--- src/rtl/cfg_access_master_pkg.sv ---
// Shared types for the register-bus access master: command opcodes and FSM states.
package cfg_access_master_pkg;

    typedef enum logic [1:0] {
        OP_WRITE   = 2'd0,
        OP_READ    = 2'd1,
        OP_POLL    = 2'd2,
        OP_ILLEGAL = 2'd3
    } cmd_op_e;

    typedef enum logic [1:0] {
        IDLE  = 2'd0,
        ISSUE = 2'd1,
        WAIT  = 2'd2,
        RSP   = 2'd3
    } state_e;

endpackage

--- src/rtl/cfg_access_master.sv ---
// Register-bus initiator: WRITE/READ/POLL commands in, single-word bus accesses, responses out.
// Define CFG_ACCESS_MASTER_POSTED_WRITE_EN to make writes posted (no response).
module cfg_access_master
    import cfg_access_master_pkg::*;
#(
    parameter int unsigned ADDR_WIDTH   = 32,
    parameter int unsigned DATA_WIDTH   = 32,
    parameter int unsigned READ_LATENCY = 1,
    parameter int unsigned POLL_CNT_W   = 16
) (
    input  logic                      clk,
    input  logic                      arst_n,
    input  logic                      cmd_valid,
    output logic                      cmd_ready,
    input  logic [1:0]                cmd_op,
    input  logic [ADDR_WIDTH-1:0]     cmd_addr,
    input  logic [DATA_WIDTH-1:0]     cmd_data,
    input  logic [DATA_WIDTH/8-1:0]   cmd_be,
    input  logic [DATA_WIDTH-1:0]     cmd_mask,
    input  logic [POLL_CNT_W-1:0]     poll_limit,
    output logic                      rsp_valid,
    input  logic                      rsp_ready,
    output logic [DATA_WIDTH-1:0]     rsp_data,
    output logic                      rsp_err,
    output logic                      en,
    output logic [ADDR_WIDTH-1:0]     addr,
    output logic                      we,
    output logic [DATA_WIDTH/8-1:0]   be,
    output logic [DATA_WIDTH-1:0]     wdata,
    input  logic [DATA_WIDTH-1:0]     rdata,
    output logic                      busy
);

    localparam int unsigned BeW = DATA_WIDTH / 8;

    state_e                  state_q, state_d;
    cmd_op_e                 op_q, op_d;
    logic [ADDR_WIDTH-1:0]   addr_q, addr_d;
    logic [DATA_WIDTH-1:0]   data_q, data_d;
    logic [BeW-1:0]          be_q, be_d;
    logic [DATA_WIDTH-1:0]   mask_q, mask_d;
    logic [POLL_CNT_W-1:0]   cnt_q, cnt_d;
    logic [DATA_WIDTH-1:0]   rsp_data_q, rsp_data_d;
    logic                    rsp_err_q, rsp_err_d;
    logic                    rsp_valid_q, rsp_valid_d;
    logic                    cmd_ready_q, cmd_ready_d;
    logic                    en_q, en_d;
    logic                    we_q, we_d;
    logic [BeW-1:0]          bus_be_q, bus_be_d;

    logic                    capture;
    logic                    match;
    logic                    timeout;
    logic [POLL_CNT_W-1:0]   cnt_inc;

    always_comb begin
        state_d     = state_q;
        op_d        = op_q;
        addr_d      = addr_q;
        data_d      = data_q;
        be_d        = be_q;
        mask_d      = mask_q;
        cnt_d       = cnt_q;
        rsp_data_d  = rsp_data_q;
        rsp_err_d   = rsp_err_q;

        // Read data is valid in ISSUE for an async responder, otherwise one cycle later in WAIT.
        capture = (op_q != OP_WRITE) &&
                  ((state_q == WAIT) || ((state_q == ISSUE) && (READ_LATENCY == 0)));
        match   = ((rdata ^ data_q) & mask_q) == '0;
        cnt_inc = (&cnt_q) ? cnt_q : cnt_q + POLL_CNT_W'(1);
        timeout = (poll_limit != '0) && (cnt_inc == poll_limit);

        unique case (state_q)
            IDLE: begin
                if (cmd_valid && cmd_ready_q) begin
                    op_d   = cmd_op_e'(cmd_op);
                    addr_d = cmd_addr;
                    data_d = cmd_data;
                    be_d   = cmd_be;
                    mask_d = cmd_mask;
                    cnt_d  = '0;
                    if (cmd_op_e'(cmd_op) == OP_ILLEGAL) begin
                        state_d    = RSP;
                        rsp_err_d  = 1'b1;
                        rsp_data_d = '0;
                    end else begin
                        state_d = ISSUE;
                    end
                end
            end
            ISSUE: begin
                if (op_q == OP_WRITE) begin
                    rsp_data_d = '0;
                    rsp_err_d  = 1'b0;
`ifdef CFG_ACCESS_MASTER_POSTED_WRITE_EN
                    state_d    = IDLE;
`else
                    state_d    = RSP;
`endif
                end else if (READ_LATENCY != 0) begin
                    state_d = WAIT;
                end
            end
            WAIT: ;
            RSP: begin
                if (rsp_ready) state_d = IDLE;
            end
            default: state_d = IDLE;
        endcase

        if (capture) begin
            rsp_data_d = rdata;
            rsp_err_d  = 1'b0;
            if ((op_q == OP_READ) || match) begin
                state_d = RSP;
            end else begin
                cnt_d = cnt_inc;
                if (timeout) begin
                    state_d   = RSP;
                    rsp_err_d = 1'b1;
                end else begin
                    state_d = ISSUE;
                end
            end
        end

        // Registered outputs are decoded from the next state so they line up with it.
        cmd_ready_d = (state_d == IDLE);
        rsp_valid_d = (state_d == RSP);
        en_d        = (state_d == ISSUE);
        we_d        = en_d && (op_d == OP_WRITE);
        bus_be_d    = we_d ? be_d : '0;
    end

    always_ff @(posedge clk) begin
        if (!arst_n) begin
            state_q     <= IDLE;
            op_q        <= OP_WRITE;
            addr_q      <= '0;
            data_q      <= '0;
            be_q        <= '0;
            mask_q      <= '0;
            cnt_q       <= '0;
            rsp_data_q  <= '0;
            rsp_err_q   <= 1'b0;
            rsp_valid_q <= 1'b0;
            cmd_ready_q <= 1'b0;
            en_q        <= 1'b0;
            we_q        <= 1'b0;
            bus_be_q    <= '0;
        end else begin
            state_q     <= state_d;
            op_q        <= op_d;
            addr_q      <= addr_d;
            data_q      <= data_d;
            be_q        <= be_d;
            mask_q      <= mask_d;
            cnt_q       <= cnt_d;
            rsp_data_q  <= rsp_data_d;
            rsp_err_q   <= rsp_err_d;
            rsp_valid_q <= rsp_valid_d;
            cmd_ready_q <= cmd_ready_d;
            en_q        <= en_d;
            we_q        <= we_d;
            bus_be_q    <= bus_be_d;
        end
    end

    assign cmd_ready = cmd_ready_q;
    assign rsp_valid = rsp_valid_q;
    assign rsp_data  = rsp_data_q;
    assign rsp_err   = rsp_err_q;
    assign en        = en_q;
    assign addr      = addr_q;
    assign we        = we_q;
    assign be        = bus_be_q;
    assign wdata     = data_q;
    assign busy      = (state_q != IDLE);

endmodule
--- config.mk ---
export PLATFORM = sky130hd
export DESIGN_NAME = cfg_access_master
export DESIGN_NICKNAME = d
export VERILOG_FILES = /design/src/rtl/cfg_access_master_pkg.sv /design/src/rtl/cfg_access_master.sv
export SDC_FILE = /design/constraint.sdc
export NUM_CORES = 1
export LEC_CHECK = 0
export CORE_AREA = 4 4 160 162
export DETAILED_ROUTE_END_ITERATION = 8
export DIE_AREA = 0 0 164 166
export GPL_TIMING_DRIVEN = 0
export PLACE_DENSITY = 0.57
export SYNTH_ARGS = -nofsm -noshare
export SYNTH_HDL_FRONTEND = slang
export SYNTH_SLANG_ARGS = --single-unit
--- constraint.sdc ---
create_clock -name clk -period 8.55 [get_ports clk]
set_clock_uncertainty 0.05 [all_clocks]
set_input_delay 1.71 -clock clk [delete_from_list [all_inputs] [get_ports clk]]
set_output_delay 1.71 -clock clk [all_outputs]
set_load 0.02 [all_outputs]
After elaboration in Yosys (flattened, before gate mapping):

Cells that the tools add are included.
Widths: inputs -> output; s select.

* add/sub/neg operators: 1
* equality and inequality tests: 11
* multiplexer cells: 29
* bitwise gates (word level): 2
* reductions and logical operators: 18

Operators by type and width (number)
* $mux 32: 4
* $mux 16: 5
* $pmux 32 s2: 1
* $and 32x32->32: 1
* $logic_not 32->1: 1
* $xor 32x32->32: 1
* $add 16x1->16 const B: 1
* $eq 16x16->1: 1
* $mux 2: 8
* $reduce_and 16->1: 1
* $reduce_bool 16->1: 1
* $eq 2x2->1 const B: 4
* $logic_not 2->1: 4
* $mux 4: 2
* $mux 1: 7
* $eq 2x1->1 const B: 3
* $ne 3x3->1 const B: 2
* $pmux 2 s3: 1
* $logic_and 1x1->1: 4
* $reduce_and 2->1: 2
* $reduce_and 4->1: 1
* $reduce_bool 2->1: 2
* $ne 3x2->1 const B: 1
* $reduce_bool 3->1: 1
* 2 further kinds: 2

* register bits: 161
* bits of input ports: 154
* output and inout port bits: 106
* logic and storage cells: 75

Logic depth before layout (Yosys ltp):

* depth after elaboration: 10
* depth in mapped cells: 10
* gate-level depth less buffers: 8

Least setup slack after synthesis:

OpenSTA, ideal clock, no wires.

* path type: input -> register
* from: input port poll_limit[4]
* to: register en_q, in the netlist en
* setup time: 0.115 ns
* arrival: 3.431 ns
* required time: 8.385 ns
* path slack: 4.954 ns
* cell stages on the path: 8
* path buffers: 1
* cell sequence: clkbuf_1 > and3b_1 > o21ai_0 > o311a_1 > o2111ai_1 > or4_1 > o41a_1 > o21a_1

* cells in the longest elaborated chain, start to end: 6
* elaborated cells between the ends (all ways): 7
* those cells by class: 2 x eq/ne; 3 x mux; 2 x reduce/logical

RTL lines
* start, declared: line cfg_access_master.sv:20 `input logic [POLL_CNT_W-1:0] poll_limit,`
* $eq 16x16->1 / $reduce_bool 16->1 (equally long branches): line cfg_access_master.sv:72 `timeout = (poll_limit != '0) && (cnt_inc == poll_limit);`
* $logic_and 1x1->1 *: line cfg_access_master.sv:72
* $mux 2 *: line cfg_access_master.sv:119 `if (timeout) begin`
* $mux 2 *: line cfg_access_master.sv:115 `if ((op_q == OP_READ) || match) begin`
* $mux 2 *: line cfg_access_master.sv:112 `if (capture) begin`
* $eq 2x1->1 *: line cfg_access_master.sv:131 `en_d = (state_d == ISSUE);`
* end signal, assigned: line cfg_access_master.sv:164 `en_q <= en_d;`
* end, declared: line cfg_access_master.sv:47 `logic en_q, en_d;`

Mark *: on every way between the ends. The rest lies on a longest branch, timed or not.
A chain may end at the register's enable or synchronous reset.

Final worst setup path:

* from: input port rdata[28]
* to: register cnt_q[12]

* cells in the longest elaborated chain, start to end: 6

RTL lines
* start, declared: line cfg_access_master.sv:30 `input logic [DATA_WIDTH-1:0] rdata,`
* $xor 32x32->32: line cfg_access_master.sv:70 `match = ((rdata ^ data_q) & mask_q) == '0;`
* $and 32x32->32: line cfg_access_master.sv:70
* $logic_not 32->1: line cfg_access_master.sv:70
* $logic_or 1x1->1: line cfg_access_master.sv:115
* $mux 16: line cfg_access_master.sv:115
* $mux 16: line cfg_access_master.sv:112
* end signal, assigned: line cfg_access_master.sv:159 `cnt_q <= cnt_d;`
* end, declared: line cfg_access_master.sv:42 `logic [POLL_CNT_W-1:0] cnt_q, cnt_d;`

No other way between the ends.

==> impl_metrics.csv <==
group,metric,value,unit
outcome,status,"finished clean",
timing,finalHoldViolations,0,
power,p_comb_share,23.6,%
cts,numCtsBuffers,17,
routing,drc_errors,0,
logic_synthesis,synth_top_cells_by_count,"216 x nand2_1, 161 x dfxtp_1, 109 x a21oi_1",
cts,cts.clk_slew.worst_paths,0.07,ns
routing,drt-total-wl,27.6,mm
worst_setup_path,crit_fanout,10,
timing,max-slew-margin-rel,37.3,%
logic_synthesis,synth_fa_ha_area_share,0.175,%
power,power.share.clock,38.0,%
floorplan,dieWidth,164,um
worst_setup_path,worst-setup-path-type,"in2reg",
cts,cts_buffer_depth,2,
floorplan,core_area,24100,um^2
routing,ant_nets,0,
worst_setup_path,worstSetupEndpointType,"flip-flop",
logic_synthesis,synth_compound_area_share,17.8,%
logic_synthesis,synth_top_flop_cell,"dfxtp_1",
layout,stdcell_count,1500,
power,switching_share,32.3,%
logic_synthesis,yosys_warnings,0,
logic_synthesis,ys_seq_elements,161,
logic_synthesis,ys_top_cells_by_area,"dfxtp_1 45%, nand2_1 11%, a21oi_1 7.6%",
timing,tightestPinTransition,0.934,ns
logic_synthesis,synth_top_area_share,45.0,%
logic_synthesis,synth.area.mux_share,1.26,%
logic_synthesis,synthArstFlopShare,0,%
layout,num-nets-final,1317,
timing,tns,0,ns
logic_synthesis,synth-simple-area-share,24.5,%
logic_synthesis,synth_nets,1041,
routing,drt-initial-drc-count,413,
cts,post_cts_resized,0,
floorplan,row_count,57,
floorplan,start_util,29.7,%
routing,vias_per_cell,4.90,
logic_synthesis,ys_types,58,
logic_synthesis,synth.cell_area,7170,um^2
worst_setup_path,cp.arrival,5.16,ns
worst_hold_path,min_path_type,"reg2reg",
cts,htree_levels,4,
global_routing,gr-total-overflow,0,
timing,setup_violations,0,
timing,fmax,206,MHz
power,pwr_density_cell,207,nW/um^2
timing,rsz0062_at_grt,"false",
logic_synthesis,synthXorXnorAreaFrac,6.35,%
floorplan,ioPinCount,260,
logic_synthesis,avgSynthCellArea,8.09,um^2
place,gp_congestion,0.857,
logic_synthesis,syn_inst,886,
layout,fill_cells,2544,
global_routing,antenna_found_initial,1,
cts,holdBufCountCts,0,
power,internal_power,1.51,mW
logic_synthesis,synth-edff-count,0,
logic_synthesis,synth_top_family_by_area,"simple AND/OR/NAND/NOR gates",
global_routing,grt_max_degree,18,
logic_synthesis,synth_area_leader_cell,"dfxtp_1",
layout,fin_util,44.8,%
run,drv_cap,0,
global_routing,grt_pass1_wl,42.4,mm
cts,cts_root_buffer,"clkbuf_16",
routing,firstDrtPassIters,5,
cts,clk_latency,0.43,ns
layout,drive_gt1_share,5.11,%
logic_synthesis,synth.most_common_cell,"nand2_1",
routing,detail_route.wl_per_cell,18.4,um
power,leakage,3.84,nW
place,hpwl,20.7,mm
timing,finalMaxSlewViolations,0,
cts,cts_tree,"done",
global_routing,grt_pass1_vias,7299,
place,placed_cells,1467,
worst_setup_path,critPathRequiredTime,8.86,ns
cts,post_cts_buffers,0,
timing,min_period,4.85,ns
worst_setup_path,cp-start-kind,"primary input",
floorplan,die_y,166,um
timing,period_share,56.7,%
power,p_sw,721,uW
routing,via_count,7356,
logic_synthesis,yosysSeqAreaShare,45.0,%
power,ir_worst_vdd,0.109,mV
cts,cts_sinks,161,
floorplan,die_area,27200,um^2
layout,areaGrowthSynthToFinish,50.5,%
place,portBuffers,257,
power,sequentialPowerShare,38.4,%
global_routing,grtUsageTotal,19.9,%
==> flip-flops by register name, summed over array words and instances (netlist names), 2 cells and up <==
signal	count
cnt_q	16
mask_q	32
wdata	32
rsp_data	32
state_q	2
op_q	2
be_q	4
addr	32
be	4
==> cell type report <==
type | instances | area, um^2 | area share [%]
Clock buffer | 17 | 425 | 3.94
Tap cell | 324 | 405 | 3.76
Buffer | 69 | 318 | 2.95
Timing Repair Buffer | 257 | 2570 | 23.8
Clock inverter | 15 | 214 | 1.98
Multi-Input combinational cell | 645 | 3590 | 33.2
Inverter | 11 | 41.3 | 0.383
Sequential cell | 161 | 3220 | 29.9
Antenna cell | 1 | 2.50 | 0.0232
==> per-stage QoR <==
stage	hold slack, ns	setup WS [ns]	area, um^2	total power [mW]
2_1_floorplan	0.386	4.95	7170	1.13
3_3_place_gp	0.391	3.34	10100	1.40
3_5_place_dp	0.397	3.26	10100	1.41
4_1_cts	0.406	3.72	10800	2.25
5_1_grt	0.425	3.46	10800	2.33
6_report	0.402	3.70	10800	2.23
==> worst max-delay path, cell delays in order <==
cell	delay (ns)
clkdlybuf4s50_1	0.52
xor2_1	0.37
a22oi_1	0.15
nand4_1	0.15
nor4_1	0.09
nor3_1	0.75
clkbuf_1	0.59
clkbuf_1	0.46
o21ai_0	0.19
a21oi_1	0.16
==> power by group through the flow <==
| stage | Sequential [mW] | Clock, mW | Combinational, mW |
|---|---|---|---|
| 2_1_floorplan | 0.917 | 0 | 0.211 |
| 3_5_place_dp | 0.873 | 0 | 0.532 |
| 3_3_place_gp | 0.872 | 0 | 0.533 |
| 6_report | 0.857 | 0.846 | 0.527 |
| 5_1_grt | 0.866 | 0.889 | 0.576 |
| 4_1_cts | 0.857 | 0.863 | 0.535 |
==> final timing paths <==
check | start | endpoint | slack (ns) | depth (start not counted)
worst max register to register | wdata[28] | cnt_q[12] | 5.12 | 9
worst min register to register | addr[30] | addr[30] | 0.40 | 2
worst max-delay path | rdata[28] | cnt_q[12] | 3.70 | 10
worst min-delay path | addr[30] | addr[30] | 0.40 | 2
==> cells by family after synthesis <==
logic type / after synthesis
and+or+nand+nor: 376
DFF: 161
AOI/OAI and AO/OA: 207
muxes: 9
adders and majority gates: 1
buffers and inverters: 80
xor gates and xnor gates: 52
==> routing by layer <==
layer | vias to the layer above | part of all wire (%) | track usage [%] | wire (um)
met1 | 3463 | 45 | 27.2 | 12500
met5 | - | 0.073 | 0 | 20
met2 | 245 | 46 | 31.4 | 12700
li1 | 3624 | - | - | -
met4 | 2 | 1.1 | 4.01 | 304
met3 | 22 | 7.4 | 5.81 | 2030
==> placed cells by master, fill, tap and decap left out, types with 3 or more instances in the layout <==
cell type	count
clkdlybuf4s50_1	257
nand2_1	216
dfxtp_1	161
a21oi_1	109
nor2_1	61
clkbuf_1	52
a22oi_1	48
xor2_1	39
clkbuf_16	17
nand4_1	15
xnor2_1	13
nand3_1	12
and3_1	11
nor4_1	11
inv_1	10
nor3_1	10
o21ai_0	10
a31oi_1	9
a211oi_1	9
mux2i_1	9
buf_2	8
and4_1	8
nand3b_1	6
buf_4	5
inv_8	5
buf_6	4
and2_1	4
inv_6	4
nand4_4	3
or3_1	3
nand4b_1	3
bufinv_16	3
Note: power is estimated with default switching activity, not from simulation.
